===== config.mk =====
export PLATFORM = sky130hd
export DESIGN_NAME = net_rx
export DESIGN_NICKNAME = d
export VERILOG_FILES = /design/src/rtl/net_rx.sv
export SDC_FILE = /design/constraint.sdc
export NUM_CORES = 1
export LEC_CHECK = 0
export CORE_MARGIN = 2
export CORE_UTILIZATION = 49
export CTS_CLUSTER_DIAMETER = 200
export DETAILED_ROUTE_END_ITERATION = 8
export PLACE_DENSITY = 0.8
export SYNTH_ARGS = -nofsm -noshare
export SYNTH_HDL_FRONTEND = slang
export SYNTH_SLANG_ARGS = --single-unit
export TNS_END_PERCENT = 100

===== constraint.sdc =====
create_clock -name clk125 -period 3.9 [get_ports clk125]
set_input_delay 1.17 -clock clk125 [delete_from_list [all_inputs] [get_ports clk125]]
set_output_delay 1.17 -clock clk125 [all_outputs]
set_load 0.02 [all_outputs]

===== src/rtl/net_rx.sv =====
// RGMII receive byte engine: strips preamble/SFD, frames payload+FCS, flags length/er/CRC errors.
// Optional CRC-32 checking is compiled in when NET_RX_CRC_EN is defined.
module net_rx #(
    parameter int MIN_LEN = 64,
    parameter int MAX_LEN = 1522
) (
    input  logic       clk125,
    input  logic       rst,
    input  logic [3:0] rxd_r,
    input  logic [3:0] rxd_f,
    input  logic       rxctl_r,
    input  logic       rxctl_f,
    output logic [7:0] out_data,
    output logic       out_valid,
    output logic       out_last,
    output logic       out_err,
    output logic [15:0] cnt_ok,
    output logic [15:0] cnt_err
);
    localparam int LW = $clog2(MAX_LEN + 1);

    typedef enum logic [1:0] {IDLE, PRE, DATA, DROP} state_t;

    state_t          state;
    logic [7:0]      in_byte;
    logic            in_dv;
    logic            in_er;
    logic            armed;
    logic [LW-1:0]   len;
    logic [7:0]      hold;
    logic            sticky_er;
    logic            inc_ok;
    logic            inc_err;
    logic            final_err;

`ifdef NET_RX_CRC_EN
    logic [31:0] crc;

    function automatic logic [31:0] crc_byte(input logic [31:0] c, input logic [7:0] d);
        logic [31:0] r;
        r = c;
        for (int i = 0; i < 8; i++) begin
            r = (r[0] ^ d[i]) ? ((r >> 1) ^ 32'hEDB88320) : (r >> 1);
        end
        return r;
    endfunction
`endif

    always_comb begin
        final_err = sticky_er | (len < LW'(MIN_LEN));
`ifdef NET_RX_CRC_EN
        final_err = final_err | (crc != 32'hDEBB20E3);
`endif
    end

    // out_valid is a one-cycle strobe per byte with no backpressure; out_last/out_err qualify it.
    always_ff @(posedge clk125) begin
        if (rst) begin
            in_byte   <= 8'h00;
            in_dv     <= 1'b1;   // a frame in flight at reset release must not look like a gap
            in_er     <= 1'b0;
            armed     <= 1'b0;
            state     <= IDLE;
            len       <= '0;
            hold      <= 8'h00;
            sticky_er <= 1'b0;
            out_data  <= 8'h00;
            out_valid <= 1'b0;
            out_last  <= 1'b0;
            out_err   <= 1'b0;
            inc_ok    <= 1'b0;
            inc_err   <= 1'b0;
            cnt_ok    <= 16'h0000;
            cnt_err   <= 16'h0000;
`ifdef NET_RX_CRC_EN
            crc       <= 32'hFFFFFFFF;
`endif
        end else begin
            in_byte <= {rxd_f, rxd_r};
            in_dv   <= rxctl_r;
            in_er   <= rxctl_r ^ rxctl_f;
            if (!in_dv) armed <= 1'b1;

            out_valid <= 1'b0;
            out_last  <= 1'b0;
            out_err   <= 1'b0;
            inc_ok    <= 1'b0;
            inc_err   <= 1'b0;
            // Counters trail the last beat by one cycle.
            if (inc_ok)  cnt_ok  <= cnt_ok + 16'd1;
            if (inc_err) cnt_err <= cnt_err + 16'd1;

            case (state)
                IDLE: begin
                    if (in_dv && in_byte == 8'h55 && armed) state <= PRE;
                end
                PRE: begin
                    if (!in_dv) begin
                        state <= IDLE;
                    end else if (in_byte == 8'hD5) begin
                        state     <= DATA;
                        len       <= '0;
                        sticky_er <= 1'b0;
`ifdef NET_RX_CRC_EN
                        crc       <= 32'hFFFFFFFF;
`endif
                    end else if (in_byte != 8'h55) begin
                        state <= DROP;
                    end
                end
                DATA: begin
                    if (!in_dv) begin
                        state <= IDLE;
                        if (len == '0) begin
                            inc_err <= 1'b1;
                        end else begin
                            out_valid <= 1'b1;
                            out_data  <= hold;
                            out_last  <= 1'b1;
                            out_err   <= final_err;
                            inc_ok    <= ~final_err;
                            inc_err   <= final_err;
                        end
                    end else if (len == LW'(MAX_LEN)) begin
                        state     <= DROP;
                        out_valid <= 1'b1;
                        out_data  <= hold;
                        out_last  <= 1'b1;
                        out_err   <= 1'b1;
                        inc_err   <= 1'b1;
                    end else begin
                        hold <= in_byte;
                        len  <= len + 1'b1;
                        if (in_er) sticky_er <= 1'b1;
`ifdef NET_RX_CRC_EN
                        crc  <= crc_byte(crc, in_byte);
`endif
                        if (len != '0) begin
                            out_valid <= 1'b1;
                            out_data  <= hold;
                        end
                    end
                end
                DROP: begin
                    if (!in_dv) state <= IDLE;
                end
                default: state <= IDLE;
            endcase
        end
    end
endmodule


==> results_dict.tcl <==
set metrics [dict create \
    synth_edf_count 0 \
    fin_ws_ns 1.255 \
    end_kind "output port" \
    hold_ws_ns 0.4586 \
    hold_buffers 0 \
    cts.sinks 78 \
    power.density_mw_per_mm2 373.1 \
    reg2reg_from "len[0]" \
    track_usage 0.1836 \
    critPathTopFamily "buffers and inverters" \
    hp-start "armed" \
    vias 2569 \
    max-vdd-ir-drop_uv 301.4 \
    fin_nets 422 \
    ys.flop_type "dfxtp_1" \
    fin_worst_skew_ns 0.009579 \
    gr-total-overflow 0 \
    chipWidth_um 85.58 \
    rows 29 \
    r2r_setup_slack_ns 1.82 \
    ant_nets 0 \
    critPathMaxStageDelay_ns 0.66 \
    intPower_uw 1202 \
    critPathSlowestCell "clkdlybuf4s50_1" \
    switchingPower_uw 321.6 \
    mostFrequentLayoutCells "dfxtp_1, nor2_1, clkdlybuf4s50_1" \
    drive_above_1_share 0.09756 \
    yosys-top-cells-area "dfxtp_1, nor2_1, mux2i_1, xnor2_1, xor2_1" \
    crit_buf_inv 1 \
    p_leak_uw 0.001503 \
    whs_path_depth 2 \
    yosysTopAreaCell "dfxtp_1" \
    routedWlPerCell_um 12.91 \
    drtPass1Iterations 4 \
    antenna_cells 0 \
    core_area_mm2 0.006386 \
    required_ns 2.73 \
    drt_iter0_drc 103 \
    io_buffers 54 \
    totalWireLength_mm 6.286 \
    die_height_um 85.58 \
    grt_pass1_vias 2491 \
    r2r_end "out_data[7]" \
    ys_seq_elements 78 \
    cts.clk_slew.worst_paths_ns 0.08 \
    ff2ff_path_depth 7 \
    syn_inst 351 \
    antenna_found_initial 0 \
    seq_area_frac_synth 0.4789 \
    cts_root_buf "clkbuf_8" \
    cts_buffer_depth 2 \
    cts_tree "built" \
    fin_cells 487 \
    status "completed" \
    cts_setup_buffers 0 \
    drc 0 \
    syn_area_mm2 0.003261 \
    worstSetupPathType "register to output port" \
    slew_headroom 0.5354 \
    setup_violations 0 \
    final.period_utilization 0.6781 \
    pre_cts_ws_ns 1.413 \
    cap_violations 0 \
    fmax_ghz 0.3781 \
    pwr-share-seq 0.530 \
    comb_power_share 0.023 \
    hold_viol_final 0 \
    postSynthAreaPerCell_um2 9.290 \
    area_delta_synth_final_pct 25.21 \
    ctsResizeCount 0 \
    worst_pin_slew_ns 0.6875 \
    p_sw_frac 0.2111 \
    layout_commonest_cell "dfxtp_1" \
    yosys_warnings 0 \
    async_reset_ff_frac 0 \
    holdPathEnd "armed" \
    start_util 0.5106 \
    critPathMaxFanout 7 \
    pwr-share-clk 0.447 \
    worstPathArrival_ns 1.47 \
    dp_cells 471 \
    synth_top_area_frac 0.4789 \
    rsz0062_at_grt "no" \
    cts_buffers 9 \
    fin_crit_ns 2.645 \
    p_total_uw 1523 \
    synth_cell_types 45 \
    crit_path_start_kind "register" \
    dieArea_mm2 0.007323 \
    syn-num-nets 368 \
    viasPerCell 5.275 \
    htreeDepth 3 \
    hold_path_class "register to register" \
    grt_max_degree 39 \
    crit_chain "clkdlybuf4s50_1" \
    gp_congestion 0.8106 \
    dp_hpwl_mm 4.356 \
    io_pins 55 \
    clock_latency_ns 0.35 \
    slew_violations 0 \
    grt_pass1_wl_mm 10.82 \
    tns_ns 0 \
]
==> area by class of cell <==
class,count,area (um^2)
Sequential cell,78,1562
Inverter,13,48.80
Clock inverter,6,91.34
Clock buffer,10,137.6
Timing Repair Buffer,57,558.0
Multi-Input combinational cell,246,1589
Tap cell,77,96.34
Fill cell,539,2303
==> through the flow <==
stage,instance area (um^2),util
finish,4083,0.6393
global route,4083,0.6393
CTS,4083,0.6393
detailed placement,3854,0.6034
global placement,3854,0.6034
floorplan,3261,-
==> state kept, by name, summed over array words and instances, names as in the netlist <==
| signal | flops |
|---|---|
| in_byte | 8 |
| in_er | 1 |
| out_last | 1 |
| cnt_ok | 16 |
| out_data | 8 |
| len | 11 |
| state | 2 |
| armed | 1 |
| out_valid | 1 |
| cnt_err | 16 |
| out_err | 1 |
| hold | 8 |
| inc_ok | 1 |
| sticky_er | 1 |
| inc_err | 1 |
| in_dv | 1 |
==> metal layers <==
layer | GRT usage | share of wire | up-vias
li1 | - | - | 1321
met1 | 0.2226 | 0.47 | 1195
met2 | 0.3047 | 0.48 | 43
met3 | 0.06160 | 0.034 | 10
met4 | 0.06638 | 0.016 | 0
met5 | 0 | 0 | -
==> worst max-delay path by stage <==
stage / cells after the start / end / slack [ns] / from
2_1_floorplan: 5 / cnt_ok[10] / 1.47 / rst
3_3_place_gp: 4 / state[0] / 1.43 / rst
3_5_place_dp: 4 / state[0] / 1.41 / rst
4_1_cts: 1 / cnt_err[10] / 1.24 / cnt_err[10]
5_1_grt: 1 / cnt_err[10] / 1.18 / cnt_err[10]
6_report: 1 / cnt_err[10] / 1.26 / cnt_err[10]
==> power by group through the flow <==
stage                     Clock [uW]  Sequential, uW  Combinational (uW)
after CTS                        696             807                35.1
after global placement             0             826                34.4
after detailed placement           0             826                35.1
after global routing             739             808                38.4
final                            681             807                34.8
after floorplan                    0             824                22.4
==> logic make-up after synthesis <==
logic type | synth area share
fa+ha+maj | 0.01919
mux | 0.06907
buf+inv | 0.03377
flops | 0.4789
compound gates | 0.07061
simple gates | 0.2560
xor+xnor | 0.07252
==> cells in the mapped netlist (5+ instances only) <==
cell	number
a21oi_1	14
a31o_2	5
clkbuf_1	11
dfxtp_1	78
ha_1	5
inv_1	13
mux2i_1	18
nand2_1	13
nand3_1	12
nand4_1	9
nor2_1	60
nor2b_1	12
nor3_1	10
nor4_1	6
o21ai_0	6
or3_1	7
xnor2_1	17
xor2_1	10
==> worst min-delay path, delay by kind of cell (launching register included) <==
kind	cells	cell delay, ns
buffers and inverters	1	0.06
AOI/OAI and AO/OA	1	0.06
DFF	1	0.30
Power figures use the tool's default switching activity.
==> RTL edit 1 (same settings) <==
Set the parameter `MAX_LEN` to 761 (it was 1522).
--- a/src/rtl/net_rx.sv
+++ b/src/rtl/net_rx.sv
@@ -4,3 +4,3 @@
     parameter int MIN_LEN = 64,
-    parameter int MAX_LEN = 1522
+    parameter int MAX_LEN = 761
 ) (
Function: same outputs for any inputs over 10 cycles, from zero or initial values and one cycle with rst high; that may be too few to reach the edited logic, so the function may still have changed.
==> RTL edit 1 against the unedited design <==
- power is 8.8% lower
- setup slack worse by 18 ps
- final cell count is 0.41% higher
- wire length is 9.3% higher
- first-iteration DRC count is 34% higher
- utilization is 1.6 points lower
- clock power is 19% lower
- sequential cell count is 1 lower
- hold slack better by 5.9 ps
- final area is 2.5% lower
- synthesized area is 0.61% lower
- critical path depth stayed put
- largest power group unchanged
==> RTL edit 1: results (changes against the unedited design) <==
| Metric | Value |
|---|---|
| Run status | completed (unchanged) |
| Number of cells on the worst reg-to-reg path | 6 (was 7) |
| Largest registers | cnt_err x16, cnt_ok x16, len x10 (was cnt_err x16, cnt_ok x16, len x11) |
| Critical R2R Launch | len[1]$_SDFFE_PP0P_ (was len[0]$_SDFFE_PP0P_) |
| Cell variety after synth | 39 (was 45) |
| Overall global routing resource usage | 19.9% (was 18.4%) |
| Seq/Total Area, Yosys | 47.6% (was 47.9%) |
| Skew final | 12.3 ps (was 9.58 ps) |
| Biggest area contributors in the synthesized netlist | dfxtp_1 (48%), nor2_1 (5.0%), xnor2_1 (4.1%) (was dfxtp_1 (48%), nor2_1 (6.9%), mux2i_1 (5.5%)) |
| Number of register bits inferred by synthesis | 77 (was 78) |
| Via count of the first global-routing pass | 2592 (was 2491) |
| GPL Wtd Cong | 0.846 (was 0.811) |
| Total leakage power | 1.32 nW (was 1.50 nW) |
| Start point of the critical path | cnt_ok[5]$_SDFFE_PP0P_ (was cnt_err[10]$_SDFFE_PP0P_) |
| Maximum number of pins on one net before global-route repair | 45 (was 39) |
| Post-Synthesis Net Count | 377 (was 368) |
| Register-to-Register Setup Slack | 1630 ps (was 1820 ps) |
| Global-route wire length before repair | 11700 um (was 10800 um) |
| WP data arrival | 1490 ps (was 1470 ps) |
| Multi-input gate area in the final layout | 1570 um^2 (was 1590 um^2) |
| Number of vias per cell | 5.55 (was 5.28) |
| Maximum VDD drop | 0.299 mV (was 0.301 mV) |
| Start point of the worst min-delay path | in_byte[6]$_SDFF_PP0_ (was armed$_SDFFE_PP0N_) |
| Capturing instance or port of the critical path | cnt_ok[5] (was cnt_err[10]) |
| HPWL reported at the end of detailed placement | 4770 um (was 4360 um) |
| Met1 Wirelength | 3190 um (was 2970 um) |
| Leading cell types by count after synthesis | dfxtp_1 (77), nor2_1 (43), nand3_1 (22) (was dfxtp_1 (78), nor2_1 (60), mux2i_1 (18)) |
| Area after detailed placement | 3800 um^2 (was 3850 um^2) |
| Count of fill cells added during filler insertion | 540 (was 539) |
## RTL edit 1: changes by cell type after synthesis, moves of 4 or more
| cell | before | now |
|---|---|---|
| a21oi_1 | 14 | 21 |
| nand3_1 | 12 | 22 |
| nor2_1 | 60 | 43 |
| a31oi_1 | 1 | 6 |
| nor3_1 | 10 | 6 |
| mux2i_1 | 18 | 10 |
| o211ai_1 | 0 | 5 |
| a31o_2 | 5 | 0 |
| or4_1 | 1 | 5 |
| nor4_1 | 6 | 11 |
| o21ai_0 | 6 | 13 |
| buf_2 | 0 | 6 |
| nand4_1 | 9 | 17 |
## RTL edit 1: kinds of logic (layout without fill, tap and decap cells)
logic type / Yosys count / after routing / synth area share, %
buf+inv: 31 / 83 / 4.05
compound gates: 51 / 51 / 9.31
mux: 11 / 11 / 3.44
xor+xnor: 28 / 28 / 7.57
fa+ha+maj: 5 / 5 / 1.93
simple gates: 157 / 157 / 26.1
flops: 77 / 77 / 47.6
## RTL edit 1: through the flow
stage / hold slack [ps] / setup slack (ps) / std cells / utilization [%] / total power [mW]
global placement: 441 / 1510 / 473 / 59.5 / 0.854
detailed placement: 454 / 1460 / 473 / 59.5 / 0.855
CTS: 460 / 1230 / 489 / 62.3 / 1.40
floorplan: 430 / 2000 / 360 / - / 0.837
global route: 491 / 1200 / 489 / 62.3 / 1.44
finish: 465 / 1240 / 489 / 62.3 / 1.39
## RTL edit 1: layer usage
metal  vias up  GRT usage, %
li1       1365             -
met1      1268          24.8
met2        68          32.5
met3        11          4.96
met4         0          9.09
met5         -             0
## RTL edit 1: where the power goes
group	leakage [nW]	total (mW)	internal [mW]	switching [mW]
sequential	0.623	0.797	0.792	0.00494
combinational	0.608	0.0397	0.0169	0.0228
clock	0.0921	0.553	0.241	0.313
==> RTL edit 2 (config.mk and constraints unchanged) <==
Without the edit above. `in_byte` no longer has a reset.
--- a/src/rtl/net_rx.sv
+++ b/src/rtl/net_rx.sv
@@ -58,3 +58,2 @@
         if (rst) begin
-            in_byte   <= 8'h00;
             in_dv     <= 1'b1;   // a frame in flight at reset release must not look like a gap
@@ -78,3 +77,2 @@
         end else begin
-            in_byte <= {rxd_f, rxd_r};
             in_dv   <= rxctl_r;
@@ -150,2 +148,6 @@
     end
+
+    always_ff @(posedge clk125) begin
+        in_byte <= {rxd_f, rxd_r};
+    end
 endmodule
Formal check against the unedited RTL: same outputs for any inputs over 10 cycles, from zero or initial values and one cycle with rst high; that may be too few to reach the edited logic, so the function may still have changed.
==> RTL edit 2 against the unedited design <==
- critical path depth is the same
- clock skew is essentially flat
- critical endpoint is now cnt_err[2]
- synthesized area is the same
- register-to-register slack gained 60 ps
- via count grew 5.8%
- power grew 3.3%
- synthesized cell count grew 2.3%
- largest power group unchanged
- wire length grew 11%
- sequential cell count is the same
- highest routed layer unchanged
- final area shrank 0.15%
- non-clock buffer count shrank 1
- setup slack gained 1.1 ps
- first-iteration DRC count grew 6.8%
==> RTL edit 2: results (changes against the unedited design) <==
| Metric | Value |
|---|---|
| Layout cells sized above 1 | 6.55% (was 9.76%) |
| Worst Hold Slack | 456 ps (was 459 ps) |
| Cell count after synthesis | 359 (was 351) |
| Capturing instance or port of the critical path | cnt_err[2] (was cnt_err[10]) |
| GRT met2 Usage | 31.5% (was 30.5%) |
| Total leakage power | 1.41 nW (was 1.50 nW) |
| Count of fill cells added during filler insertion | 524 (was 539) |
| Via count of the first global-routing pass | 2565 (was 2491) |
| Biggest area contributors in the synthesized netlist | dfxtp_1 (48%), nor2_1 (5.3%), a21oi_1 (3.8%) (was dfxtp_1 (48%), nor2_1 (6.9%), mux2i_1 (5.5%)) |
| GPL Wtd Cong | 0.901 (was 0.811) |
| Maximum number of pins on one net before global-route repair | 38 (was 39) |
| Clock buf count | 11 (was 10) |
| Amount of wire on met2 after detailed routing | 3320 um (was 3000 um) |
| Part of the total power dissipated in combinational logic | 1.9% (was 2.3%) |
| Overall global routing resource usage | 19.6% (was 18.4%) |
| Met1 Resource Use GR | 25.5% (was 22.3%) |
| Placed Cells incl. Taps | 473 (was 471) |
| WL met3 | 282 um (was 215 um) |
| Number of vias per cell | 5.56 (was 5.28) |
| End of the worst register-to-register path | len[4]$_SDFFE_PP0P_ (was out_data[7]$_SDFFE_PP0P_) |
| Post-Synthesis Net Count | 376 (was 368) |
| Register-to-Register Setup Slack | 1880 ps (was 1820 ps) |
| Met3 layer usage reported by global route | 4.23% (was 6.16%) |
| Met1 Wirelength | 3280 um (was 2970 um) |
| Area after detailed placement | 3830 um^2 (was 3850 um^2) |
| Multi-input gate count | 253 (was 246) |
| Skew final | 9.54 ps (was 9.58 ps) |
| Non-clock inverter total of the final layout | 9 (was 13) |
| Fraction of power spent switching nets | 19.9% (was 21.1%) |
| Violation count after the first detailed-route iteration | 110 (was 103) |
| Final net count | 424 (was 422) |
| Pwr/cell area | 386 nW/um^2 (was 373 nW/um^2) |
| Fraction of area in multi-input gates | 39.0% (was 38.9%) |
| Leading cell types by count after synthesis | dfxtp_1 (78), nor2_1 (46), a21oi_1 (25) (was dfxtp_1 (78), nor2_1 (60), mux2i_1 (18)) |
| Run status | completed (unchanged) |
| Register cell area after layout | 1560 um^2 (unchanged) |
| Highest fanout seen on the critical path | 6 (was 7) |
| Number of buffers other than clock buffers in the final layout | 56 (was 57) |
## RTL edit 2: cell count changes in the layout (fill, tap and decap cells not counted), sizes merged, moves of 4 or more
cell / unedited run / this run
mux2i: 18 / 11
inv: 15 / 10
nor2b: 12 / 3
and4: 1 / 5
o21ai: 6 / 16
nand3: 12 / 18
a31oi: 1 / 11
nor2: 60 / 46
a21oi: 14 / 25
xnor2: 17 / 11
## RTL edit 2: worst min path at each step
stage          depth (start not counted)                     end             start
6_report                               1  sticky_er$_SDFFE_PP0P_  in_er$_SDFF_PP0_
5_1_grt                                1  sticky_er$_SDFFE_PP0P_  in_er$_SDFF_PP0_
4_1_cts                                1  sticky_er$_SDFFE_PP0P_  in_er$_SDFF_PP0_
3_5_place_dp                           1  sticky_er$_SDFFE_PP0P_  in_er$_SDFF_PP0_
3_3_place_gp                           1  sticky_er$_SDFFE_PP0P_  in_er$_SDFF_PP0_
2_1_floorplan                          1  sticky_er$_SDFFE_PP0P_  in_er$_SDFF_PP0_
## RTL edit 2: through the flow
stage | setup WS (ps) | total power, mW
floorplan | 1760 | 0.841
global placement | 1440 | 0.856
detailed placement | 1340 | 0.856
CTS | 1250 | 1.58
global route | 1190 | 1.62
finish | 1260 | 1.57
## RTL edit 2: cells by family (layout without fill, tap and decap cells)
kind of cell | count (synthesis) | after routing | synth area share (%)
buffers and inverters | 28 | 81 | 3.38
flip-flops | 78 | 78 | 47.9
adder cells (fa/ha/maj) | 5 | 5 | 1.92
AO/OA/AOI/OAI | 67 | 67 | 12.2
AND/OR/NAND/NOR | 144 | 144 | 24.1
XOR/XNOR | 24 | 24 | 6.45
multiplexers | 13 | 13 | 4.07
